`src/rtl/game_state_spi_tx.sv`:
```
// Frames one game-screen snapshot as header, one 16-bit word per row and an XOR
// checksum, then shifts it out MSB first on an SPI mode-0 link to the display MCU.
module game_state_spi_tx #(
  parameter int ROWS    = 20,
  parameter int COLS    = 10,
  parameter int CLK_DIV = 4
) (
  input  logic                 clk,
  input  logic                 reset,
  input  logic                 start,
  input  logic [ROWS*COLS-1:0] screen,
  output logic                 cs_n,
  output logic                 sclk,
  output logic                 mosi,
  output logic                 busy,
  output logic                 done
);

  localparam int NBYTES = 2 * ROWS + 2;
  localparam int NBITS  = 8 * NBYTES;
  localparam int BIT_W  = $clog2(NBITS);
  localparam int DIV_W  = (CLK_DIV > 1) ? $clog2(CLK_DIV) : 1;
  localparam logic [7:0] HEADER = 8'hA5;

  typedef enum logic [1:0] {
    IDLE,
    LEAD,
    SHIFT,
    TRAIL
  } state_t;

  state_t               state_q;
  state_t               state_d;
  logic [DIV_W-1:0]     div_cnt;
  logic                 phase;
  logic [BIT_W-1:0]     bit_idx;
  logic [BIT_W-1:0]     rev_idx;
  logic [ROWS*COLS-1:0] snap;
  logic [NBITS-1:0]     frame;
  logic [15:0]          row_word;
  logic [7:0]           chk;
  logic                 div_last;
  logic                 bit_last;
  logic                 accept;
  logic                 cs_n_d;
  logic                 sclk_d;
  logic                 mosi_d;
  logic                 busy_d;
  logic                 done_d;

  assign div_last = (div_cnt == DIV_W'(CLK_DIV - 1));
  assign bit_last = (bit_idx == BIT_W'(NBITS - 1));
  assign rev_idx  = BIT_W'(NBITS - 1) - bit_idx;

  // Pins lag the state by one cycle, so the IDLE cycles still covered by busy
  // or done must not restart a frame.
  assign accept = (state_q == IDLE) && start && !busy && !done;

  always_ff @(posedge clk) begin
    if (!reset) begin
      state_q <= IDLE;
    end else begin
      state_q <= state_d;
    end
  end

  always_comb begin
    state_d = state_q;
    case (state_q)
      IDLE:    if (accept) state_d = LEAD;
      LEAD:    if (div_last) state_d = SHIFT;
      SHIFT:   if (div_last && phase && bit_last) state_d = TRAIL;
      TRAIL:   if (div_last) state_d = IDLE;
      default: state_d = IDLE;
    endcase
  end

  always_ff @(posedge clk) begin
    if (!reset) begin
      div_cnt <= '0;
      phase   <= 1'b0;
      bit_idx <= '0;
      snap    <= '0;
    end else begin
      case (state_q)
        IDLE: begin
          div_cnt <= '0;
          phase   <= 1'b0;
          bit_idx <= '0;
          if (accept) snap <= screen;
        end
        SHIFT: begin
          div_cnt <= div_last ? '0 : div_cnt + DIV_W'(1);
          if (div_last) begin
            phase <= ~phase;
            if (phase && !bit_last) bit_idx <= bit_idx + BIT_W'(1);
          end
        end
        default: begin
          div_cnt <= div_last ? '0 : div_cnt + DIV_W'(1);
        end
      endcase
    end
  end

  // Whole frame image from the snapshot, first transmitted bit at the top.
  always_comb begin
    frame    = '0;
    chk      = '0;
    row_word = '0;
    frame[NBITS-1 -: 8] = HEADER;
    for (int r = 0; r < ROWS; r++) begin
      row_word = '0;
      row_word[COLS-1:0] = snap[r*COLS +: COLS];
      frame[NBITS-9-16*r -: 16] = row_word;
      chk = chk ^ row_word[15:8] ^ row_word[7:0];
    end
    frame[7:0] = chk;
  end

  always_comb begin
    cs_n_d = (state_q == IDLE);
    sclk_d = (state_q == SHIFT) && phase;
    busy_d = (state_q != IDLE);
    done_d = busy && (state_q == IDLE);
    mosi_d = 1'b0;
    case (state_q)
      LEAD:    mosi_d = frame[NBITS-1];
      SHIFT:   mosi_d = frame[rev_idx];
      default: mosi_d = 1'b0;
    endcase
  end

  always_ff @(posedge clk) begin
    if (!reset) begin
      cs_n <= 1'b1;
      sclk <= 1'b0;
      mosi <= 1'b0;
      busy <= 1'b0;
      done <= 1'b0;
    end else begin
      cs_n <= cs_n_d;
      sclk <= sclk_d;
      mosi <= mosi_d;
      busy <= busy_d;
      done <= done_d;
    end
  end

endmodule

```
`config.mk`:
```
export PLATFORM = sky130hd
export DESIGN_NAME = game_state_spi_tx
export DESIGN_NICKNAME = d
export VERILOG_FILES = /design/src/rtl/game_state_spi_tx.sv
export SDC_FILE = /design/constraint.sdc
export NUM_CORES = 1
export LEC_CHECK = 0
export CAP_MARGIN = 20
export CORE_ASPECT_RATIO = 1.1
export CORE_MARGIN = 1.5
export CORE_UTILIZATION = 55
export CTS_BUF_LIST = sky130_fd_sc_hd__clkbuf_8
export DETAILED_ROUTE_END_ITERATION = 7
export PLACE_DENSITY = 0.83
export SLEW_MARGIN = 20
export SYNTH_ARGS = -nofsm -noshare
export SYNTH_HDL_FRONTEND = slang
export SYNTH_SLANG_ARGS = --single-unit
```
`constraint.sdc`:
```
create_clock -name clk -period 3 [get_ports clk]
set_clock_uncertainty 0.15 [all_clocks]
set_input_delay 0.6 -clock clk [delete_from_list [all_inputs] [get_ports clk]]
set_output_delay 0.6 -clock clk [all_outputs]
set_load 0.01 [all_outputs]
```
# After elaboration in Yosys (flattened, before gate mapping)
# Index checks and enable logic that the tools add are counted.
[word_totals] reg_bits=219 in_bits=203 out_inout_bits=5 word_cells=98
[op_classes] n_addsub=3 magnitude_cmp=1 eq_ne=11 n_mux=13 n_bitwise=41 n_reduce_logical=19
[ops] op="XOR 8 x 2 -> 8 bit" n=19
[ops] op="XOR 8 bit" n=19
[ops] op="two-way mux 9 bit" n=2
[ops] op="one-hot mux 9 bit (2 select lines)" n=1
[ops] op="!= test 2 bit, second input constant" n=6
[ops] op="less-than comparator 9 x 10 -> 1 bit, second input constant" n=1
[ops] op="adder 9 x 1 -> 9 bit, second input constant" n=1
[ops] op="binary-select mux 1 bit (select 9 bit)" n=1
[ops] op="== test 9 bit, second input constant" n=1
[ops] op="subtractor 9 bit, first input constant" n=1
[ops] op="logical AND 1 bit" n=8
[ops] op="two-way mux 2 bit" n=4
[ops] op="one-hot mux 2 bit (4 select lines)" n=1
[ops] op="XOR 2 x 8 -> 8 bit" n=1
[ops] op="== test 2 bit, second input constant" n=3
[ops] op="one-hot mux 1 bit (2 select lines)" n=2
[ops] op="AND reduction 2 bit" n=2
[ops] op="AND reduction 4 bit" n=1
[ops] op="nonzero test 2 bit" n=2
[ops] op="logical NOT 1 bit" n=3
[ops] op="AND reduction 3 bit" n=1
[ops] op="OR reduction 3 bit" n=1
[ops] op="adder 2 x 1 -> 2 bit, second input constant" n=1
[ops] op="== test 2 x 1 -> 1 bit, second input constant" n=1
[ops] op="other kinds (3)" n=5

# Longest topological paths before layout
[depth] word_depth=42 mapped_depth=12 mapped_depth_nobuf=10

# Worst setup path after synthesis
# Ideal clock, no wire load.
[synth_timing] path_kind="reg-to-reg" from="register bit_idx[0]" to="register mosi" setup_ns=0.074 arrival_ns=2.156 required_ns=2.776 setup_slack_ns=0.620 path_stages_with_launch=13 n_path_buf=3 synth_period_minus_slack_ns=2.380 path_cell_list="dfxtp_1 -> buf_6 -> buf_6 -> buf_6 -> inv_2 -> ha_1 -> nor3_1 -> o32a_1 -> o41ai_1 -> a31oi_1 -> a221oi_1 -> o22ai_1 -> a31oi_1"
[synth_between] elab_chain_cells=4
[synth_lines] item="start: declaration" line_no="36" source="logic [BIT_W-1:0] bit_idx;"
[synth_lines] item="start signal: assignment" line_no="96" source="if (phase && !bit_last) bit_idx <= bit_idx + BIT_W'(1);"
[synth_lines] item="subtractor 9 bit" line_no="53" source="assign rev_idx = BIT_W'(NBITS - 1) - bit_idx;"
[synth_lines] item="binary-select mux 1 bit (select 9 bit)" line_no="129" source="SHIFT: mosi_d = frame[rev_idx];"
[synth_lines] item="two-way mux 1 bit (not written as such)" line_no="129"
[synth_lines] item="one-hot mux 1 bit (2 select lines)" line_no="127" source="case (state_q)"
[synth_lines] item="end signal: assignment" line_no="144" source="mosi <= mosi_d;"
[synth_lines] item="end: declaration" line_no="14" source="output logic mosi,"
# Every way passes these cells. The select of a mux whose other input is x is not followed.
# A chain may end at the register's enable or synchronous reset.

# Final worst setup path
# Ends and elaborated chain as after synthesis.

==> qor.json <==
{
  "status": {
    "status": "complete, no violations"
  },
  "setup_path": {
    "critical_path_required_ns": 3.25,
    "critical-path-slowest-cell": "mux4_2",
    "crit_path_end_kind": "flip-flop",
    "critical_path.reg2reg.startpoint": "bit_idx[0]",
    "critPathMaxStageDelay_ns": 0.54,
    "critical_path.max_fanout": 16,
    "worstRegToRegCells": 8,
    "critPathArrivalTime_ns": 2.85,
    "crit_type": "reg -> reg",
    "crit_path_cell_trace": "buf_4, mux4_2, mux2i_1, o221ai_1, nand3_1, o2111ai_1, a21oi_1, a31oi_1",
    "critical_path_source": "bit_idx[0]",
    "timing.critical_path.from_type": "flip-flop"
  },
  "grt": {
    "number_of_global_route_vias_before_repair": 9601,
    "global_route.usage.total": 0.2791,
    "globalRouteOverflowTotal": 0,
    "antenna_found_initial": 0,
    "grt_max_degree": 117,
    "wire_length_of_the_first_global_routing_pass_microns": 49290
  },
  "power_and_ir_drop": {
    "power_per_cell_area_mw_per_mm2": 842.1,
    "vdd.ir_drop.worst_uv": 508.6,
    "power.static_leakage_nw": 5.175
  },
  "synth": {
    "synth_cells": 1333,
    "synth_edf_count": 0,
    "yosys_register_bits": 219,
    "synth.cell_area_sq_mm": 0.01180,
    "ys_async_sr_fraction": 0,
    "synthFlopType": "dfxtp_1",
    "ys.warnings.count": 0,
    "synth_cell_types": 52,
    "synthesis.area_per_instance_sq_um": 8.849,
    "ys_seq_area_frac": 0.3717,
    "synthesis.nets": 1546
  },
  "clocking": {
    "ctsHtreeMaxLevel": 2,
    "cts_hold_buffers": 0,
    "clock-root-buffer": "clkbuf_8",
    "cts_repair_resize_count": 0,
    "cts.reportedPaths.clkPinSlew_ns": 0.06,
    "cts_buffers": 37,
    "cts_buffer_depth": 3,
    "worst_skew_pair.late_latency_ns": 0.52,
    "tritoncts": "yes",
    "post-cts-setup-buffers": 0,
    "clkSinkCount": 219
  },
  "floorplan": {
    "floorplan.initialDensity": 0.5574,
    "die_area_sq_mm": 0.02233,
    "chipHeight_microns": 156.6,
    "dieWidth_microns": 142.6,
    "io_pins": 208,
    "row_count": 56,
    "coreArea_sq_mm": 0.02116
  },
  "hold_path": {
    "min_delay_worst_type": "in -> reg",
    "worst_hold_startpoint": "reset",
    "min_path_cells": 2
  },
  "placed_design": {
    "numPortBuffers": 207,
    "placed_cells": 1759,
    "detailed_place_hpwl_microns": 22350,
    "finalWeightedCongestion": 0.9157,
    "detailed_place.area_sq_mm": 0.01408
  },
  "sta": {
    "hold_viol_final": 0,
    "grt_setup_unrepaired": "no",
    "report.final.setup_viol": 0,
    "layout_min_cycle_time_ns": 2.598,
    "max_freq_ghz": 0.3850,
    "maxSlewViolCount": 0,
    "worst_hold_slack_ns": 0.2931,
    "tightest_slew_ns": 0.7926,
    "layout_worst_path_cycle_share": 0.8659,
    "timing.slew.headroom": 0.4716,
    "final.setup.tns_ns": 0
  },
  "finish": {
    "filler_cell_count": 1695,
    "design.final.nets": 1721,
    "finish.instance_area_sq_mm": 0.01481,
    "layout_cells_sized_above_1": 0.07783,
    "fin_util": 0.6999,
    "area_growth_pct": 25.55,
    "fin_cells": 1819,
    "n_antenna_cell": 0
  },
  "drt": {
    "totalWireLength_microns": 31000,
    "drc_errors": 0,
    "drt_first_iter_violations": 614,
    "firstDrtPassIters": 7,
    "viasPerCell": 5.421,
    "detailroute.via_count": 9860,
    "final_antenna_violating_net_count": 0,
    "routed_wire_length_per_instance_microns": 17.04
  },
  "job": {
    "maxCapViolCount": 0
  }
}
## cells in the mapped netlist (all sizes together), types with 4 or more instances
cell | count | area share
o21ai | 10 | 0.0042
a21oi | 9 | 0.0038
a21boi | 200 | 0.13
nand2 | 414 | 0.13
ha | 10 | 0.011
clkbuf | 74 | 0.024
mux4 | 39 | 0.075
and3 | 4 | 0.0021
dfxtp | 219 | 0.37
nand3 | 8 | 0.0034
buf | 16 | 0.012
xnor2 | 176 | 0.13
xor2 | 22 | 0.016
o221ai | 13 | 0.0097
a31oi | 4 | 0.0021
inv | 9 | 0.0029
nor2 | 21 | 0.0067
nor3 | 5 | 0.0021
mux2i | 35 | 0.030
mux2 | 5 | 0.0048
## state kept, by name (all words and copies together), names as in the netlist, 2 cells and up
register,flops
state_q,2
bit_idx,9
div_cnt,2
snap,200
## layout make-up
class | instances | area, sq um | area share
Multi-Input combinational cell | 1014 | 6989 | 0.4719
Sequential cell | 219 | 4390 | 0.2965
Timing Repair Buffer | 226 | 2300 | 0.1553
Clock buffer | 47 | 646.9 | 0.04368
Tap cell | 290 | 362.8 | 0.02450
Clock inverter | 13 | 82.58 | 0.005576
Inverter | 10 | 37.54 | 0.002535
## where the power goes
part	total, mW	switching [mW]	internal (mW)
Combinational	5.64	2.89	2.75
Sequential	4.18	0.650	3.53
Clock	2.65	1.17	1.48
## worst max-delay path: cells and delay by family (launching register included)
family / cells / cell delay, ns
and+or+nand+nor: 1 / 0.14
AOI/OAI and AO/OA: 4 / 0.55
DFF: 1 / 0.53
buffers and inverters: 1 / 0.36
muxes: 2 / 0.75
## worst paths after layout
path	end	slack, ns
min	bit_idx[0]	0.29
max reg2reg	mosi	0.40
min reg2reg	div_cnt[0]	0.30
max	mosi	0.40
## metal layers
metal  share of wire  routed length, microns  GRT usage  vias to the layer above
li1                -                       -          -                     4814
met1            0.42                   13040     0.3624                     4630
met2            0.49                   15150     0.4780                      352
met3           0.065                    2027    0.04009                       64
met4           0.025                     780    0.08984                        0
met5               0                       0          0                        -
## kinds of logic after synthesis
family                   after synthesis  share of synthesized area
AO/OA/AOI/OAI                        255                     0.1611
XOR/XNOR                             200                     0.1508
adder cells (fa/ha/maj)               10                    0.01061
buffers and inverters                100                    0.03840
flip-flops                           219                     0.3717
multiplexers                          79                     0.1099
AND/OR/NAND/NOR                      470                     0.1574
## through the flow
step / total power [mW] / setup WS (ns)
after CTS: 12.50 / 0.4086
after floorplan: 8.263 / 0.6197
after detailed placement: 9.826 / 0.3797
after global routing: 13.21 / 0.1202
after global placement: 9.700 / 0.4219
final: 12.47 / 0.4023
## cells in the final DEF (no fill, tap or decap), types with 3 or more instances in the layout
cell type / count
clkdlybuf4s50_1: 206
a221oi_1: 3
nand3_1: 8
mux2i_1: 35
xnor2_1: 176
a21boi_0: 200
buf_4: 13
mux4_1: 3
buf_12: 7
nand2_1: 414
nor2_1: 21
a31oi_1: 4
nor3_1: 5
inv_1: 17
and3_1: 4
o221ai_1: 13
clkbuf_8: 47
nand2b_1: 3
nand4_1: 3
a21oi_1: 9
mux4_2: 36
ha_1: 10
xor2_1: 22
dfxtp_1: 216
mux2_2: 5
o21ai_0: 9
(Power assumes the default switching activity.)
==> RTL change (same flow settings) <==
Remove the register `cs_n`: a continuous assignment takes its place, so the output `cs_n` follows one clock earlier.
--- a/src/rtl/game_state_spi_tx.sv
+++ b/src/rtl/game_state_spi_tx.sv
@@ -135,3 +135,2 @@
     if (!reset) begin
-      cs_n <= 1'b1;
       sclk <= 1'b0;
@@ -141,3 +140,2 @@
     end else begin
-      cs_n <= cs_n_d;
       sclk <= sclk_d;
@@ -149,2 +147,4 @@
 
+  assign cs_n = cs_n_d;
+
 endmodule
Function: changed (Yosys sat finds a counterexample within 4 cycles, from zero or initial values and one cycle with reset low).
==> RTL change against the original RTL <==
- sequential share of layout area decreased by 0.70 points
- routed wire length is 8.3% higher
- final area is 2.0% higher
- utilization increased by 1.1 points
- non-clock buffer count up 12
- clock power up 9.4%
- setup slack got worse by 0.12 ns
- synthesized area rose by 0.64%
- sequential cell count down 1
- first-iteration DRC count grew 28%
- total power increased by 2.8%
==> RTL change: results (changes against the original RTL) <==
<table>
<tr><th>Metric</th><th>Value</th></tr>
<tr><th colspan="2">CTS</th></tr>
<tr><td>H-tree Lvls</td><td>2 (unchanged)</td></tr>
<tr><td>CTS Buf Count</td><td>36 (was 37)</td></tr>
<tr><td>CTS Root Cell</td><td>clkbuf_8 (unchanged)</td></tr>
<tr><th colspan="2">Worst hold path</th></tr>
<tr><td>Class of the worst hold path</td><td>reg -&gt; reg (was in -&gt; reg)</td></tr>
<tr><th colspan="2">Yosys</th></tr>
<tr><td>Count of different cell masters after synthesis</td><td>61 (was 52)</td></tr>
<tr><td>Seq/Total Area, Yosys</td><td>36.8% (was 37.2%)</td></tr>
<tr><td>Leading cell types by total area after synthesis</td><td>dfxtp_1, nand2_1, a21boi_0 (was dfxtp_1, nand2_1, xnor2_1)</td></tr>
<tr><td>Syn_nets</td><td>1,551 (was 1,546)</td></tr>
<tr><th colspan="2">Global routing</th></tr>
<tr><td>Global-route wire length before repair</td><td>51,800 µm (was 49,300 µm)</td></tr>
<tr><td>Via count of the first global-routing pass</td><td>9,998 (was 9,601)</td></tr>
<tr><td>Largest net degree at the start of global routing</td><td>103 (was 117)</td></tr>
<tr><td>GRT Util Overall</td><td>29.7% (was 27.9%)</td></tr>
<tr><th colspan="2">Place</th></tr>
<tr><td>Post-Place Setup Slack</td><td>0.321 ns (was 0.380 ns)</td></tr>
<tr><td>Final RePlAce weighted congestion</td><td>0.944 (was 0.916)</td></tr>
<tr><td>HPWL Detailed</td><td>24,700 µm (was 22,300 µm)</td></tr>
<tr><th colspan="2">Power</th></tr>
<tr><td>Switching Share</td><td>37.8% (about the same)</td></tr>
<tr><td>Leakage power</td><td>5.41 nW (was 5.18 nW)</td></tr>
<tr><td>Maximum ir drop on the vdd rail</td><td>0.000452 V (was 0.000509 V)</td></tr>
<tr><th colspan="2">Outcome</th></tr>
<tr><td>Result of the run</td><td>completed (unchanged)</td></tr>
<tr><th colspan="2">Drt</th></tr>
<tr><td>Ratio of routed vias to standard cells</td><td>5.54 (was 5.42)</td></tr>
<tr><td>Initial DRT Pass Iterations</td><td>5 (was 7)</td></tr>
<tr><td>Initial drt markers</td><td>787 (was 614)</td></tr>
<tr><th colspan="2">Critical path</th></tr>
<tr><td>Arrival @ worst endpoint</td><td>1.97 ns (was 2.85 ns)</td></tr>
<tr><td>Slowest cell on the critical path</td><td>clkdlybuf4s50_1 (was mux4_2)</td></tr>
<tr><td>Worst Path Max Fanout</td><td>8 (was 16)</td></tr>
<tr><td>Critical Path Max Stage Delay</td><td>0.62 ns (was 0.54 ns)</td></tr>
<tr><th colspan="2">Timing</th></tr>
<tr><td>Slew @ Worst Pin</td><td>0.821 ns (was 0.793 ns)</td></tr>
<tr><th colspan="2">Cells and area</th></tr>
<tr><td>Share of cells above drive strength 1</td><td>9.09% (was 7.78%)</td></tr>
</table>
[RTL change: changes by cell type after synthesis, sizes merged, moves of 3 or more]
cell and change:
a21oi +3, a2bb2oi +3, mux2 -4, nand2 +4
nor2b +3, o211ai +3, o21ai +4, o221ai -6
xnor2 -16, xnor3 +5, xor2 +5
[RTL change: worst max-delay path: cells and delay by family, from the launching register on]
| family | cells | cell delay (ns) |
|---|---|---|
| adders and majority gates | 1 | 0.39 |
| buffers and inverters | 2 | 0.73 |
| DFF | 1 | 0.33 |
[RTL change: kinds of logic after synthesis]
logic type | Yosys count | share of synthesized area, %
fa+ha+maj | 10 | 1.05
flops | 218 | 36.8
compound gates | 259 | 16.2
xor+xnor | 194 | 15.2
buf+inv | 101 | 3.79
mux | 76 | 10.8
simple gates | 480 | 16.2
[RTL change: layer usage]
metal	track usage [%]	vias up	share of wire (%)
met3	4.11	90	6.2
met2	51.0	417	49
met1	37.4	4836	41
li1	-	4855	-
met4	12.9	0	3.6
met5	0	-	0
[RTL change: through the flow]
| stage | cells | cell area [µm²] | hold WS, ns |
|---|---|---|---|
| detailed placement | 1775 | 14300 | 0.284 |
| CTS | 1841 | 15100 | 0.293 |
| global route | 1841 | 15100 | 0.305 |
| global placement | 1775 | 14300 | 0.263 |
| floorplan | 1338 | 11900 | 0.255 |
| finish | 1841 | 15100 | 0.283 |
[RTL change: final cells by class]
cell class                      instances  area, µm²
Fill cell                            1601       6130
Tap cell                              290        363
Timing Repair Buffer                  238       2430
Clock buffer                           50        688
Sequential cell                       218       4370
Inverter                               10       37.5
Multi-Input combinational cell       1019       7090
Clock inverter                         16        128
[RTL change: worst paths after layout]
kind	from	endpoint	slack [ns]	cells past startpoint
max	state_q[0]$_SDFFE_PN0P_	cs_n	0.28	3
min	div_cnt[0]$_SDFF_PP0_	div_cnt[0]$_SDFF_PP0_	0.28	1
max reg2reg	bit_idx[1]$_SDFFE_PN0P_	mosi$_SDFF_PN0_	0.28	8
min reg2reg	div_cnt[0]$_SDFF_PP0_	div_cnt[0]$_SDFF_PP0_	0.28	1
[RTL change: power by group through the flow]
stage | Sequential, mW | Clock (mW) | Combinational, mW
6_report | 4.17 | 2.90 | 5.75
3_5_place_dp | 4.21 | 0 | 5.67
4_1_cts | 4.15 | 2.93 | 5.73
5_1_grt | 4.22 | 3.04 | 6.18
2_1_floorplan | 3.98 | 0 | 4.16
3_3_place_gp | 4.18 | 0 | 5.62
